<file path="src/rtl/stream_demux_1to4.sv">
// 1-to-4 packet demultiplexer with per-channel 1-entry output buffers and packet-locked routing.
// Define DEMUX_CNT_EN to add saturating per-channel packet counters on port pkt_cnt.
module stream_demux_1to4 #(
  parameter int unsigned W     = 8,
  parameter int unsigned CNT_W = 8
) (
  input  logic             clk,
  input  logic             rst,
  input  logic [W-1:0]     in_data,
  input  logic             in_last,
  input  logic             in_valid,
  output logic             in_ready,
  input  logic [1:0]       s,
  output logic [4*W-1:0]   out_data,
  output logic [3:0]       out_last,
  output logic [3:0]       out_valid,
`ifdef DEMUX_CNT_EN
  output logic [4*CNT_W-1:0] pkt_cnt,
`endif
  input  logic [3:0]       out_ready
);

  typedef enum logic [0:0] {StIdle, StBusy} state_e;

  state_e     state_q;
  logic [1:0] cur_sel_q;
  logic [1:0] ch;
  logic       accept;

  // The select is only honoured on a packet's first beat.
  always_comb begin
    ch       = (state_q == StIdle) ? s : cur_sel_q;
    in_ready = !out_valid[ch] | out_ready[ch];
    accept   = in_valid & in_ready;
  end

  always_ff @(posedge clk) begin
    if (rst) begin
      state_q   <= StIdle;
      cur_sel_q <= 2'd0;
      out_valid <= 4'b0000;
      out_last  <= 4'b0000;
      out_data  <= '0;
    end else begin
      for (int k = 0; k < 4; k++) begin
        if (accept && (ch == 2'(k))) begin
          out_valid[k]       <= 1'b1;
          out_last[k]        <= in_last;
          out_data[k*W +: W] <= in_data;
        end else if (out_valid[k] && out_ready[k]) begin
          out_valid[k] <= 1'b0;
        end
      end
      if (accept) begin
        unique case (state_q)
          StIdle: begin
            if (!in_last) begin
              state_q   <= StBusy;
              cur_sel_q <= s;
            end
          end
          StBusy: begin
            if (in_last) state_q <= StIdle;
          end
          default: state_q <= StIdle;
        endcase
      end
    end
  end

`ifdef DEMUX_CNT_EN
  always_ff @(posedge clk) begin
    if (rst) begin
      pkt_cnt <= '0;
    end else begin
      for (int k = 0; k < 4; k++) begin
        if (accept && in_last && (ch == 2'(k)) && (pkt_cnt[k*CNT_W +: CNT_W] != {CNT_W{1'b1}})) begin
          pkt_cnt[k*CNT_W +: CNT_W] <= pkt_cnt[k*CNT_W +: CNT_W] + 1'b1;
        end
      end
    end
  end
`endif

endmodule

</file>
<file path="config.mk">
export PLATFORM = sky130hd
export DESIGN_NAME = stream_demux_1to4
export DESIGN_NICKNAME = d
export VERILOG_FILES = /design/src/rtl/stream_demux_1to4.sv
export SDC_FILE = /design/constraint.sdc
export NUM_CORES = 1
export LEC_CHECK = 0
export ABC_CLOCK_PERIOD_IN_PS = 1900
export CORE_AREA = 4 4 69 71
export DETAILED_ROUTE_END_ITERATION = 8
export DIE_AREA = 0 0 73 75
export GPL_TIMING_DRIVEN = 0
export HOLD_SLACK_MARGIN = 0.08
export PLACE_DENSITY = 0.83
export SLEW_MARGIN = 20
export SYNTH_ARGS = -nofsm -noshare
export SYNTH_HDL_FRONTEND = slang
export SYNTH_SLANG_ARGS = --single-unit
</file>
<file path="constraint.sdc">
create_clock -name clk -period 1.9 [get_ports clk]
set_input_delay 0.19 -clock clk [delete_from_list [all_inputs] [get_ports clk]]
set_output_delay 0.19 -clock clk [all_outputs]
set_load 0.1 [all_outputs]
</file>
==> run_results.csv <==
group,metric,value,unit
outcome,run_status,"finished, final reports clean",
logic_synthesis,yosysUniqueCellTypes,21,
sta,worst_hold_slack,0.332,ns
flow_run,max_cap_viol_count,0,
clock_tree,hold_buffer_count_at_cts,0,
sta,report.final.slew_viol_count,0,
logic_synthesis,synth_area_per_cell,10.4,sq um
global_route,global_route.usage.total,15.3,%
placed_design,post-dp-hpwl,2870,um
die,die_h,75,um
critical_path,critical_path.cell_chain,"buf_6 > mux2_4 > mux2i_4 > mux2i_4 > buf_12",
detailed_routing,dr.first_iter.drc_count,45,
logic_synthesis,yosys_warnings,0,
critical_path,crit_path_top_delay_cell,"mux2_4",
sta,post-route-period-util,97.6,%
cells_and_area,nFillCells,394,
global_route,grt_first_pass_wirelength,6360,um
logic_synthesis,mappedNetlistArea,0.00170,sq mm
pwr,p_per_area,856,mW/mm^2
cells_and_area,antenna-diode-count,0,
clock_tree,cts.sink_count,43,
critical_path,cpMostUsedCell,"mux2i_4",
critical_path,arrival,1.66,ns
critical_path,slowest_delay,0.35,ns
die,core,0.00423,sq mm
cells_and_area,post_layout_nonfiller_instances,283,
critical_path,crit_path_max_fanout,5,
logic_synthesis,ys_ff_latch,43,
placed_design,placement.io_buffers,57,
clock_tree,clock_tree_from_tritoncts,"done",
critical_path,crit_path_end_kind,"output port",
die,die-width,73,um
cells_and_area,layout.nets,248,
critical_path,required,1.71,ns
pwr,worst_ir_drop_vdd,536,uV
detailed_routing,count_of_nets_left_with_antenna_violations_after_detail_routing,0,
clock_tree,cts_buffers,5,
detailed_routing,wl_per_cell,14.3,um
clock_tree,cts_htree_levels,2,
detailed_routing,detail_route.first_pass.iterations,4,
placed_design,place.gp.congestion,0.799,
sta,max_slew.worst_pin.slew,0.977,ns
detailed_routing,routed_via_density,4.79,
critical_path,critPathKind,"flip-flop to output port",
global_route,grt_pass1_vias,1344,
detailed_routing,routed_wl,4040,um
pwr,leakage,1.32,nW
critical_path,worst_setup_path_start_kind,"flip-flop",
global_route,largest_net_degree_at_the_start_of_global_routing,13,
clock_tree,clk_root_buffer_cell,"clkbuf_8",
detailed_routing,route.detailed.drc,0,
die,placement_rows,24,
clock_tree,cts-root-to-sink-buffers,2,
sta,layout_min_cycle_time,1.85,ns
global_route,grt.overflow.total,0,
die,die_area,0.00548,sq mm
detailed_routing,via_count,1356,
hold_path,hp-class,"input pin to flip-flop",
clock_tree,clkTransAtPathRegs,0.07,ns
die,start_util,40.2,%
sta,setup-violations-final,0,
sta,final.setup_skew,0.00171,ns
sta,fmaxAchievable,0.539,GHz
logic_synthesis,syn-num-nets,181,
die,io_pins,59,
cells_and_area,post_route_cells_drive_above_1_share,9.52,%
logic_synthesis,synth.yosys.seq_area_share,50.6,%
placed_design,placed_cells,272,
logic_synthesis,syn_inst,163,
cells_and_area,area_delta_synth_final,42.5,%
sta,timing.slew.headroom,35.1,%
sta,finalHoldViolCount,0,
global_route,number_of_antenna_violations_at_the_first_check_in_global_routing,0,
clock_tree,insertion_delay,0.28,ns
where the power goes:
group	total, W	internal, W	leakage [nW]	switching (W)
Clock	0.000540	0.000258	0.0422	0.000283
Combinational	0.000572	0.000160	0.927	0.000412
Sequential	0.000963	0.000943	0.351	0.0000200
Total	0.00208	0.00136	1.32	0.000715
repair_timing:
| action | in CTS | in global routing |
|---|---|---|
| resized for setup | 48 | 2 |
| setup endpoints to repair | 41 | 1 |
| setup buffers | 0 | 3 |
path summary, 6_finish.rpt:
kind,startpoint,endpoint,slack (ns),cells past startpoint
max,state_q$_SDFFE_PP0P_,in_ready,0.05,5
min reg2reg,cur_sel_q[1]$_SDFFE_PP0P_,cur_sel_q[1]$_SDFFE_PP0P_,0.49,2
max reg2reg,state_q$_SDFFE_PP0P_,state_q$_SDFFE_PP0P_,0.13,6
min,rst,state_q$_SDFFE_PP0P_,0.33,3
state kept, by name, summed over array words and instances (netlist names):
register / flops
out_valid: 4
out_data: 32
state_q: 1
cur_sel_q: 2
out_last: 4
area by class of cell:
| cell class | instances | area, sq um | area share [%] |
|---|---|---|---|
| Clock buffer | 7 | 76.3 | 3.15 |
| Sequential cell | 43 | 863 | 35.6 |
| Buffer | 10 | 65.1 | 2.68 |
| Tap cell | 52 | 65.1 | 2.68 |
| Clock inverter | 1 | 5.00 | 0.206 |
| Multi-Input combinational cell | 109 | 795 | 32.7 |
| Timing Repair Buffer | 60 | 553 | 22.8 |
| Inverter | 1 | 3.75 | 0.155 |
synth_stat cells, drive strengths merged:
cell type,n,area [sq um]
clkbuf,5,18.8
o22ai,1,6.26
inv,1,3.75
nor2b,1,6.26
nor2,40,150
a21oi,4,20.0
nand2,5,18.8
nand2b,5,31.3
o32ai,1,8.76
buf,5,46.3
nor3b,1,7.51
o221a,1,11.3
nand4,4,25.0
dfxtp,43,861
mux2,3,41.3
mux2i,43,447
cell usage in the layout, fill, tap and decap left out, drive strengths merged:
master,count
buf,9
a21oi,4
clkdlybuf4s50,16
dfxtp,43
nor2b,1
clkbuf,12
nand4,4
o221a,1
nand2,5
nor3b,1
o32ai,1
mux2,3
nand2b,5
clkinv,1
dlygate4sd2,40
inv,1
mux2i,43
o22ai,1
nor2,40
metal layers:
| metal | up-vias | part of all wire (%) | global-route usage (%) |
|---|---|---|---|
| met2 | 41 | 47 | 25.0 |
| met5 | - | 0 | 0 |
| met4 | 0 | 0.92 | 4.30 |
| met3 | 5 | 7.5 | 6.14 |
| met1 | 626 | 44 | 18.8 |
| li1 | 684 | - | - |
cell families after synthesis:
group / count (synthesis) / synth area share [%]
muxes: 46 / 28.7
and+or+nand+nor: 56 / 14.0
AOI/OAI and AO/OA: 7 / 2.72
DFF: 43 / 50.6
buffers and inverters: 11 / 4.04
through the flow:
stage	TNS (ns)	total power (W)	instance area, sq um	setup slack [ns]	utilization (%)
finish	0	0.00208	2430	0.0455	57.3
global route	-0.00152	0.00218	2430	-0.00152	57.3
CTS	0	0.00209	2390	0.0102	56.4
detailed placement	-0.774	0.00157	2350	-0.774	55.6
global placement	-0.774	0.00157	2350	-0.774	55.6
floorplan	-0.0116	0.00142	1720	-0.0116	-
worst max-delay path: cells and delay by family (launching register included):
kind	cells	cell delay (ns)
DFF	1	0.33
muxes	3	0.74
buffers and inverters	2	0.31
Note: power is estimated with default switching activity, not from simulation.
